### src/rtl/seven_seg_scan.sv
// rtl/seven_seg_scan.sv - 4-digit seven-segment scan controller with tear-free value update
//
// Purpose:
//   Holds a 16-bit hex value and presents one nibble at a time to a downstream
//   seven_seg_decoder. It also drives the matching active-low anode for a
//   common-anode 4-digit display. New values are buffered and swapped in only
//   at frame boundaries, so one frame never mixes old and new digits.
//
// Ports:
//   clk       in   1   system clock, rising edge
//   rst_n     in   1   synchronous active-low reset
//   en        in   1   scan enable; 0 blanks all anodes and freezes the scan
//   load      in   1   one-cycle strobe; value is captured on the same edge
//   value     in  16   four hex digits, digit 0 = value[3:0] (rightmost)
//   blank_lz  in   1   1 = suppress leading zeros (registered before use)
//   nibble    out  4   hex digit of the active slot, {x3,x2,x1,x0}
//   an        out  4   active-low anodes, an[i]=0 lights digit i
//   load_ack  out  1   pulse on the cycle after an accepted load
//
// Parameters:
//   REFRESH_DIV  clock cycles per digit slot, must be >= 2

module seven_seg_scan #(
  parameter int REFRESH_DIV = 50000
) (
  input  logic        clk,
  input  logic        rst_n,
  input  logic        en,
  input  logic        load,
  input  logic [15:0] value,
  input  logic        blank_lz,
  output logic [3:0]  nibble,
  output logic [3:0]  an,
  output logic        load_ack
);

  localparam int CNT_W = (REFRESH_DIV > 1) ? $clog2(REFRESH_DIV) : 1;
  localparam logic [CNT_W-1:0] DIV_MAX = CNT_W'(REFRESH_DIV - 1);

  // ---------------------------------------------------------------------------
  // State
  // ---------------------------------------------------------------------------
  logic [CNT_W-1:0] r_div_cnt;
  logic [1:0]       r_idx;
  logic [15:0]      r_disp;
  logic [15:0]      r_pend;
  logic             r_pend_v;
  logic             r_load_ack;
  // blank_lz is registered so that every output comes from state, with en
  // as the only input that reaches an output combinationally.
  logic             r_blank_lz;

  // ---------------------------------------------------------------------------
  // Scan timing
  // ---------------------------------------------------------------------------
  logic w_slot_end;   // last cycle of the current digit slot
  logic w_wrap;       // this edge moves idx from 3 back to 0

  assign w_slot_end = en && (r_div_cnt == DIV_MAX);
  assign w_wrap     = w_slot_end && (r_idx == 2'd3);

  always_ff @(posedge clk) begin
    if (!rst_n) begin
      r_div_cnt <= '0;
      r_idx     <= 2'd0;
    end else if (en) begin
      if (w_slot_end) begin
        r_div_cnt <= '0;
        r_idx     <= r_idx + 2'd1;
      end else begin
        r_div_cnt <= r_div_cnt + 1'b1;
      end
    end
  end

  // ---------------------------------------------------------------------------
  // Value buffering
  //   A load on the wrap edge goes straight to the display register and
  //   discards any older pending value. Any other load parks in r_pend;
  //   the newest one wins and is applied on the next wrap.
  // ---------------------------------------------------------------------------
  always_ff @(posedge clk) begin
    if (!rst_n) begin
      r_disp   <= 16'h0000;
      r_pend   <= 16'h0000;
      r_pend_v <= 1'b0;
    end else begin
      if (load && w_wrap) begin
        r_disp   <= value;
        r_pend_v <= 1'b0;
      end else if (load) begin
        r_pend   <= value;
        r_pend_v <= 1'b1;
      end else if (w_wrap && r_pend_v) begin
        r_disp   <= r_pend;
        r_pend_v <= 1'b0;
      end
    end
  end

  always_ff @(posedge clk) begin
    if (!rst_n) begin
      r_load_ack <= 1'b0;
      r_blank_lz <= 1'b0;
    end else begin
      r_load_ack <= load;
      r_blank_lz <= blank_lz;
    end
  end

  // ---------------------------------------------------------------------------
  // Output decode
  // ---------------------------------------------------------------------------
  logic [3:0] w_nibble;
  logic [3:0] w_an_sel;
  logic       w_lead_zero;  // active digit and every digit above it are zero

  always_comb begin
    w_nibble    = r_disp[3:0];
    w_an_sel    = 4'b1110;
    w_lead_zero = 1'b0;
    case (r_idx)
      2'd0: begin
        w_nibble    = r_disp[3:0];
        w_an_sel    = 4'b1110;
        w_lead_zero = 1'b0;  // digit 0 always shows, so zero reads "0"
      end
      2'd1: begin
        w_nibble    = r_disp[7:4];
        w_an_sel    = 4'b1101;
        w_lead_zero = (r_disp[15:4] == 12'h000);
      end
      2'd2: begin
        w_nibble    = r_disp[11:8];
        w_an_sel    = 4'b1011;
        w_lead_zero = (r_disp[15:8] == 8'h00);
      end
      default: begin
        w_nibble    = r_disp[15:12];
        w_an_sel    = 4'b0111;
        w_lead_zero = (r_disp[15:12] == 4'h0);
      end
    endcase
  end

  // Blanking only releases the anode; the nibble still carries the digit.
  assign nibble   = w_nibble;
  assign an       = (!en || (r_blank_lz && w_lead_zero)) ? 4'b1111 : w_an_sel;
  assign load_ack = r_load_ack;

endmodule

### config.mk
export PLATFORM = sky130hd
export DESIGN_NAME = seven_seg_scan
export DESIGN_NICKNAME = d
export VERILOG_FILES = /design/src/rtl/seven_seg_scan.sv
export SDC_FILE = /design/constraint.sdc
export NUM_CORES = 1
export LEC_CHECK = 0
export BUFFER_PORTS_ARGS = -buffer_cell sky130_fd_sc_hd__buf_2
export CAP_MARGIN = 20
export CORE_UTILIZATION = 30
export DETAILED_ROUTE_END_ITERATION = 16
export PLACE_DENSITY_LB_ADDON = 0.1
export SLEW_MARGIN = 30
export SYNTH_ARGS = -nofsm -noshare
export SYNTH_HDL_FRONTEND = slang
export SYNTH_SLANG_ARGS = --single-unit
### constraint.sdc
create_clock -name clk -period 2.1 [get_ports clk]
set_input_delay 0.42 -clock clk [delete_from_list [all_inputs] [get_ports clk]]
set_output_delay 0.42 -clock clk [all_outputs]
set_load 0.05 [all_outputs]
==> impl_metrics.tcl, run 1 <==
set metrics [dict create \
    outcome "complete, but fails checks" \
    violations "setup timing" \
    hold_depth 2 \
    maxCapViolations 0 \
    drt_iter0_drc 81 \
    cts_tree "done" \
    finalMaxSlewViolations 0 \
    yosysWarnings 0 \
    synth_cells 338 \
    grtUsageMet1_pct 22.4 \
    crit_required_ns 1.68 \
    cp.arrival_ns 1.71 \
    regToRegStartpoint "r_div_cnt[7]$_SDFFE_PN0P_" \
    grt_use_met3_pct 2.48 \
    period_needed_ns 2.13 \
    fin_crit_sh_pct 101 \
    r2r_slack_ns 0.05 \
    mostFrequentLayoutCell "dfxtp_1" \
    endpoint_kind "output port" \
    insertion_delay_ns 0.31 \
    synthDistinctLibCells 36 \
    start_util_pct 31.5 \
    fp.dieW_um 98.6 \
    ys_seq_elements 53 \
    final_layout_size_suffix_gt1_share_pct 23.1 \
    antenna-diode-count 0 \
    coreArea_um2 8890 \
    cts_buffers 5 \
    track_usage_pct 15.8 \
    drt_wl_total_um 7420 \
    cts_sinks 53 \
    finalSetupViolCount 3 \
    syn_area_um2 2800 \
    power_w 0.00187 \
    ys_seq_area_share_pct 37.9 \
    cp_max_fo 3 \
    grt_util_met2_pct 24.4 \
    hp-class "input port to flop" \
    clock.fmax_mhz 470 \
    crit_end "an[2]" \
    place_area_um2 3170 \
    drc_errors 0 \
    grt_overflow 0 \
    die_h_um 98.6 \
    setup_tns_ns -0.0726 \
    root_buffer "clkbuf_8" \
    irDropWorstVdd_v 0.000239 \
    dr.pass1.iters 5 \
    final_net_count 404 \
    rows 34 \
    place.gp.congestion 0.769 \
    dr_total_vias 2599 \
    maxSlewHeadroom_pct 73.6 \
    rsz0062_at_grt "true" \
    dp_hpwl_um 5060 \
    cts.htree.levels 2 \
    cp-start-kind "flop" \
    grt_start_max_net_pins 76 \
    syn-num-nets 366 \
    antenna_found_initial 0 \
    worst_slew_pin_slew_ns 0.392 \
    avgSynthCellArea_um2 8.28 \
    worstReg2RegEnd "r_disp[10]$_SDFFE_PN0P_" \
    place_ws_ns 0.0291 \
    hold_viol 0 \
    p_leak_nw 1.30 \
    grt.busiest_layer "met2" \
    stdcell_area_um2 3450 \
    worst-r2r-cell-count 6 \
    port_buffers 29 \
    min_from "blank_lz" \
    avgViaCountPerCell 5.36 \
    utilization_pct 38.8 \
    worstSetupPathType "flop to output port" \
    wl_per_cell_um 15.3 \
    ioPinCount 30 \
    clock_skew_ns 0.0126 \
    antenna_left 0 \
    grt_pass1_vias 2365 \
    power_per_cell_area_nw_per_um2 541 \
    crit_start "r_disp[8]$_SDFFE_PN0P_" \
    finalWorstSetupSlack_ns -0.0266 \
    area_growth_pct 23.3 \
    final_cell_mix "dfxtp_1 (49), nand2_1 (40), buf_4 (28), nand3_1 (24), buf_2 (24)" \
    path_clk_slew_ns 0.10 \
    grt_pass1_wl_um 12100 \
    clock_path_buffers 2 \
    die-area_um2 9720 \
    holdBufCountCts 0 \
]
==> layer usage <==
layer  vias up  share of wire, %
met3         4               3.1
met4         0               1.1
met2        44                44
met5         -                 0
li1       1320                 -
met1      1231                52
==> sequential cells by signal (all words and copies together) (netlist names) <==
signal and count:
load_ack 1, r_pend_v 1, r_disp 16, r_pend 16, r_blank_lz 1, r_div_cnt 16
r_idx 2
==> per-stage QoR <==
step | hold WS (ns) | cells
after floorplan | 0.448 | 338
after global placement | 0.474 | 470
after detailed placement | 0.476 | 470
after CTS | 0.308 | 482
after global routing | 0.300 | 485
final | 0.315 | 485
==> worst max-delay path, stage by stage (launching register included) <==
cell	delay [ns]
dfxtp_2	0.34
or4_4	0.52
o31a_1	0.28
nand3_1	0.11
buf_6	0.16
==> worst min path at each step <==
stage / slack [ns] / endpoint
5_1_grt: 0.30 / r_blank_lz$_SDFF_PN0_
4_1_cts: 0.31 / r_blank_lz$_SDFF_PN0_
2_1_floorplan: 0.45 / r_disp[0]$_SDFFE_PN0P_
6_report: 0.32 / r_blank_lz$_SDFF_PN0_
3_3_place_gp: 0.47 / r_disp[0]$_SDFFE_PN0P_
3_5_place_dp: 0.48 / r_disp[0]$_SDFFE_PN0P_
==> power breakdown <==
part	internal (W)	switching, W
Clock	0.000239	0.000359
Sequential	0.00104	0.0000236
Combinational	0.0000820	0.000124
Total	0.00136	0.000507
==> repair_timing <==
action                     4_1_cts  5_1_grt
pin swaps                        4        8
setup endpoints to repair        7       31
buffers inserted                 4        2
gates cloned                     0        1
resized for setup               20       12
==> layout make-up <==
| class | count | area [um^2] |
|---|---|---|
| timing repair buffer | 62 | 483 |
| clock inverter | 2 | 13.8 |
| sequential | 53 | 1070 |
| tap | 108 | 135 |
| fill | 921 | 5440 |
| inverter | 9 | 36.3 |
| clock buffer | 6 | 72.6 |
| multi-input combinational | 245 | 1640 |
==> synth_stat cells, drive strengths merged <==
| cell type | n | share of area (%) |
|---|---|---|
| dfxtp | 53 | 38 |
| nand2 | 40 | 5.4 |
| clkbuf | 25 | 3.4 |
| nand3 | 24 | 4.3 |
| nand4 | 23 | 5.1 |
| nor2 | 17 | 2.4 |
| o21ai | 17 | 3.0 |
| a22o | 16 | 5.0 |
| a31oi | 16 | 3.6 |
| and3b | 16 | 5.0 |
| o211ai | 16 | 4.3 |
| xnor2 | 11 | 3.4 |
| inv | 9 | 1.2 |
| nor4 | 8 | 1.8 |
| ha | 7 | 3.1 |
| buf | 6 | 1.2 |
| mux2i | 5 | 1.8 |
| a222oi | 4 | 1.4 |
| xor2 | 4 | 1.3 |
| and2 | 3 | 0.67 |
| or4 | 3 | 0.94 |
| a21boi | 2 | 0.54 |
| nand2b | 2 | 0.45 |
| nor2b | 2 | 0.45 |
| nor3 | 2 | 0.36 |
| a21oi | 1 | 0.18 |
| and3 | 1 | 0.22 |
| nand3b | 1 | 0.27 |
| o21a | 1 | 0.31 |
| o221a | 1 | 0.40 |
| o31a | 1 | 0.31 |
| or4b | 1 | 0.36 |
==> kinds of logic (layout without fill, tap and decap cells) <==
group           count (synthesis)  count (layout)  share of synthesized area [%]
simple gates                  143             143                           27.7
flops                          53              53                           37.9
mux                             5               5                           1.79
compound gates                 75              75                           19.1
buf+inv                        40              79                           5.72
xor+xnor                       15              15                           4.69
fa+ha+maj                       7               7                           3.13
Note: power is estimated with default switching activity, not from simulation.
==> run 2, diff against run 1 <==
--- a/config.mk
+++ b/config.mk
@@ -8,8 +8,10 @@
 export BUFFER_PORTS_ARGS = -buffer_cell sky130_fd_sc_hd__buf_2
 export CAP_MARGIN = 20
 export CORE_UTILIZATION = 30
+export CTS_BUF_LIST = sky130_fd_sc_hd__clkbuf_16
 export DETAILED_ROUTE_END_ITERATION = 16
 export PLACE_DENSITY_LB_ADDON = 0.1
+export RECOVER_POWER = 25
 export SLEW_MARGIN = 30
 export SYNTH_ARGS = -nofsm -noshare
 export SYNTH_HDL_FRONTEND = slang
==> run 2 against run 1 <==
The run still ends with setup timing left. Non-clock buffer count fell by 3. Final area rose by 0.29%. Clock power is 37% higher. Via count decreased by 1.0%. Clock skew is 0.0062 ns lower. Final cell count down 0.62%. Register-to-register slack worse by 0.08 ns. Setup slack got worse by 0.0035 ns. Die area unchanged. Worst hold slack better by 0.020 ns. Largest power group unchanged.
==> impl_metrics.tcl, run 2 (synthesis results as in run 1) <==
set metrics [dict create \
    die_h_um 98.6 \
    power_w 0.00209 \
    mostFrequentLayoutCell "dfxtp_1" \
    cts.htree.levels 2 \
    drt_wl_total_um 7370 \
    top_regs "r_disp: 16 flops, r_div_cnt: 16 flops, r_pend: 16 flops" \
    clock_skew_ns 0.00635 \
    hold_viol 0 \
    irDropWorstVdd_v 0.000301 \
    dpl.cell_count 470 \
    grt_start_max_net_pins 76 \
    fp.dieW_um 98.6 \
    die-area_um2 9720 \
    worstReg2RegEnd "r_disp[10]$_SDFFE_PN0P_" \
    drc_errors 0 \
    power_per_cell_area_nw_per_um2 603 \
    coreArea_um2 8890 \
    min_from "blank_lz" \
    min_to "r_blank_lz$_SDFF_PN0_" \
    wl_per_cell_um 15.3 \
    crit_required_ns 2.33 \
    antenna-diode-count 0 \
    cts_tree "done" \
    cp-start-kind "flop" \
    rows 34 \
    path_clk_slew_ns 0.07 \
    antenna_found_initial 0 \
    r2r_slack_ns -0.03 \
    grt_overflow 0 \
    final_cell_mix "dfxtp_1 (50), nand2_1 (40), buf_4 (27), nand3_1 (24), nand4_1 (23)" \
    dp_hpwl_um 5060 \
    period_needed_ns 2.13 \
    regToRegStartpoint "r_div_cnt[7]$_SDFFE_PN0P_" \
    area_growth_pct 23.6 \
    grt_pass1_wl_um 12000 \
    cp_max_fo 8 \
    worstSetupPathType "flop to flop" \
    maxCapViolations 0 \
    track_usage_pct 15.6 \
    finalMaxSlewViolations 0 \
    violations "setup timing" \
    worst_slew_pin_slew_ns 0.679 \
    drt_iter0_drc 100 \
    final_layout_size_suffix_gt1_share_pct 20.9 \
    antenna_left 0 \
    clock.fmax_mhz 469 \
    rsz0062_at_grt "true" \
    finalSetupViolCount 15 \
    outcome "complete, but fails checks" \
    fin_cells 482 \
    clock_path_buffers 2 \
    cp.arrival_ns 2.37 \
    dr_total_vias 2572 \
    cts_buffers 5 \
    hp-class "input port to flop" \
    finalWorstSetupSlack_ns -0.0301 \
    grt_pass1_vias 2353 \
    root_buffer "clkbuf_16" \
    worst-r2r-cell-count 6 \
    ioPinCount 30 \
    start_util_pct 31.5 \
    dr.pass1.iters 6 \
    fin_crit_sh_pct 101 \
    cts_sinks 53 \
    port_buffers 29 \
    insertion_delay_ns 0.29 \
    avgViaCountPerCell 5.34 \
    place.gp.congestion 0.769 \
    maxSlewHeadroom_pct 54.8 \
    final_net_count 401 \
    p_leak_nw 1.31 \
    endpoint_kind "flop" \
    hold_depth 2 \
]
==> run 2: stage by stage <==
stage          setup TNS (ns)  utilization, %  cell area (um^2)  setup WS (ns)  hold slack [ns]
4_1_cts               -0.0390            37.9              3370        -0.0170            0.334
2_1_floorplan          -0.176               -              2800        -0.0439            0.448
3_3_place_gp                0            35.7              3170         0.0424            0.474
5_1_grt                 -1.46            38.9              3460        -0.0755            0.330
6_report               -0.308            38.9              3460        -0.0301            0.335
3_5_place_dp                0            35.7              3170         0.0291            0.476
==> run 2: timing repair <==
| item | in CTS | in global routing |
|---|---|---|
| gates cloned | 0 | 1 |
| pin swaps | 4 | 6 |
| hold buffers | 0 | 0 |
| setup endpoints to repair | 7 | 26 |
| resized for setup | 18 | 13 |
| buffers inserted | 1 | 2 |
| hold endpoints to repair | 0 | 0 |
==> run 2: report_power, final <==
group | total, W | internal [W] | switching [W]
Clock | 0.000821 | 0.000441 | 0.000380
Combinational | 0.000205 | 0.0000810 | 0.000124
Sequential | 0.00106 | 0.00104 | 0.0000236
==> run 2: cell type report <==
cell class	count	area (um^2)
fill	907	5430
multi-input combinational	245	1630
sequential	53	1070
timing repair buffer	59	448
tap	108	135
clock buffer	5	125
inverter	9	36.3
clock inverter	3	17.5
==> run 2: metal layers <==
metal | part of all wire, % | vias up | GRT usage [%] | routed length, um
met4 | 0.69 | 0 | 4.82 | 51
met3 | 3.3 | 6 | 2.48 | 245
li1 | - | 1317 | - | -
met1 | 51 | 1211 | 22.4 | 3780
met5 | 0 | - | 0 | 0
met2 | 45 | 38 | 23.9 | 3290
==> run 2: worst max-delay path, cell delays in order (launching register included) <==
cell       delay, ns
dfxtp_1         0.31
or4_1           0.53
or4_1           0.62
buf_6           0.19
nor2_4          0.14
clkbuf_16       0.17
a22o_1          0.11
==> run 2: how the worst max path moves through the flow <==
stage	start	to	slack [ns]	cells past startpoint
after CTS	r_idx[1]$_SDFFE_PN0P_	nibble[2]	-0.02	5
after global routing	r_div_cnt[7]$_SDFFE_PN0P_	r_disp[4]$_SDFFE_PN0P_	-0.08	6
after floorplan	r_idx[0]$_SDFFE_PN0P_	nibble[0]	-0.04	3
after global placement	r_div_cnt[10]$_SDFFE_PN0P_	r_disp[15]$_SDFFE_PN0P_	0.04	4
final	r_div_cnt[7]$_SDFFE_PN0P_	r_disp[10]$_SDFFE_PN0P_	-0.03	6
after detailed placement	r_div_cnt[10]$_SDFFE_PN0P_	r_disp[9]$_SDFFE_PN0P_	0.03	4
==> run 3, diff against run 2 <==
==> constraint.sdc (replaced) <==
create_clock -name clk -period 2.1 [get_ports clk]
set_input_delay 0 -clock clk [delete_from_list [all_inputs] [get_ports clk]]
set_output_delay 0 -clock clk [all_outputs]
set_load 0.05 [all_outputs]
==> run 3 against run 2 <==
The run now ends clean. Clock power about the same. Sequential cell count unchanged. Clock-buffer cell count unchanged. Final cell count increased by 0.62%. Routed wire length decreased by 1.2%. Die area unchanged. Fmax increased by 5.2%. Clock skew increased by 0.0049 ns.
==> impl_metrics.tcl, run 3 (synthesis results as in run 1) <==
set metrics [dict create \
    finalMaxSlewViolations 0 \
    hold_viol 0 \
    place.gp.congestion 0.726 \
    dr.pass1.iters 4 \
    cts_buffers 5 \
    clock_path_buffers 2 \
    p_leak_nw 1.30 \
    drc_errors 0 \
    hp-class "input port to flop" \
    clock.fmax_mhz 494 \
    avgViaCountPerCell 5.29 \
    irDropWorstVdd_v 0.000328 \
    power_w 0.00210 \
    fp.dieW_um 98.6 \
    die_h_um 98.6 \
    maxCapViolations 0 \
    endpoint_kind "flop" \
    grt_pass1_wl_um 12700 \
    final_net_count 404 \
    crit_required_ns 2.33 \
    grt_start_max_net_pins 79 \
    utilization_pct 38.4 \
    cp-start-kind "flop" \
    fin_hold_ws_ns 0.00662 \
    antenna-diode-count 0 \
    final_cell_mix "dfxtp_1 (53), nand2_1 (40), nand3_1 (24), nand4_1 (23), buf_2 (23)" \
    dpl.cell_count 466 \
    final_layout_size_suffix_gt1_share_pct 15.6 \
    clock_skew_ns 0.0112 \
    fin_cells 485 \
    crit_end "r_disp[6]$_SDFFE_PN0P_" \
    die-area_um2 9720 \
    outcome "finished, final reports clean" \
    dp_hpwl_um 4980 \
    period_needed_ns 2.02 \
    top_regs "r_disp: 16 flops, r_div_cnt: 16 flops, r_pend: 16 flops" \
    antenna_left 0 \
    start_util_pct 31.5 \
    drt_iter0_drc 132 \
    mostFrequentLayoutCell "dfxtp_1" \
    wl_per_cell_um 15.0 \
    cts_tree "done" \
    antenna_found_initial 0 \
    drt_wl_total_um 7280 \
    worst_slew_pin_slew_ns 0.832 \
    worstReg2RegEnd "r_disp[6]$_SDFFE_PN0P_" \
    setup_tns_ns 0 \
    power_per_cell_area_nw_per_um2 614 \
    worstSetupPathType "flop to flop" \
    regToRegStartpoint "r_div_cnt[13]$_SDFFE_PN0P_" \
    root_buffer "clkbuf_16" \
    worst-r2r-cell-count 6 \
    rows 34 \
    r2r_slack_ns 0.08 \
    cp_max_fo 16 \
    crit_start "r_div_cnt[13]$_SDFFE_PN0P_" \
    fin_crit_sh_pct 96.4 \
    cts.htree.levels 2 \
    cts_sinks 53 \
    path_clk_slew_ns 0.07 \
    dr_total_vias 2567 \
    track_usage_pct 16.2 \
    finalSetupViolCount 0 \
    coreArea_um2 8890 \
    rsz0062_at_grt "false" \
    port_buffers 29 \
    area_growth_pct 22.1 \
    insertion_delay_ns 0.29 \
    grt_pass1_vias 2443 \
    grt_overflow 0 \
    cp.arrival_ns 2.25 \
    maxSlewHeadroom_pct 44.5 \
    ioPinCount 30 \
]
[run 3: changes by cell type in the layout (fill, tap and decap cells not counted), sizes merged]
cell	delta
dlygate4sd3	+11
buf	-10
clkbuf	+2
[run 3: layout make-up]
cell class	instances	area, um^2
well taps	108	135
fillers	927	5470
flip-flops and latches	53	1060
multi-input cells	245	1590
clock inverters	3	17.5
inverters	9	33.8
repair buffers	62	455
clock buffers	5	125
[run 3: repair_timing]
| item | CTS | global route |
|---|---|---|
| resized for setup | 1 | 2 |
| setup endpoints to repair | 3 | 27 |
| pin swaps | 0 | 2 |
| hold endpoints to repair | 11 | 0 |
| hold buffers | 11 | 0 |
| setup buffers | 0 | 0 |
[run 3: worst min path at each step]
| stage | startpoint | end | slack, ns | cells past startpoint |
|---|---|---|---|---|
| after global routing | value[1] | r_pend[1]$_SDFFE_PN0P_ | 0.02 | 3 |
| after floorplan | blank_lz | r_blank_lz$_SDFF_PN0_ | 0.13 | 1 |
| after detailed placement | blank_lz | r_blank_lz$_SDFF_PN0_ | 0.21 | 2 |
| after CTS | value[1] | r_pend[1]$_SDFFE_PN0P_ | 0.0002 | 3 |
| final | value[1] | r_pend[1]$_SDFFE_PN0P_ | 0.007 | 3 |
| after global placement | blank_lz | r_blank_lz$_SDFF_PN0_ | 0.21 | 2 |
[run 3: critical path, stage by stage, from the launching register on]
cell     delay, ns
dfxtp_1       0.31
or4_1         0.51
or4_4         0.55
buf_4         0.19
nor2_4        0.12
buf_12        0.14
a22o_1        0.13
[run 3: through the flow]
stage	area, um^2	worst slack, ns
3_5_place_dp	3170	0.00805
2_1_floorplan	2800	0.0158
6_report	3420	0.0761
3_3_place_gp	3170	0.0504
4_1_cts	3430	0.0137
5_1_grt	3420	0.00299
[run 3: power breakdown]
| group | switching, W | internal (W) |
|---|---|---|
| Combinational | 0.000123 | 0.0000920 |
| Sequential | 0.0000252 | 0.00104 |
| Clock | 0.000378 | 0.000441 |
[run 3: metal layers]
metal	share of wire (%)	track usage, %
met3	2.6	2.77
met1	54	24.4
met4	0.59	4.02
met2	43	23.9
met5	0	0
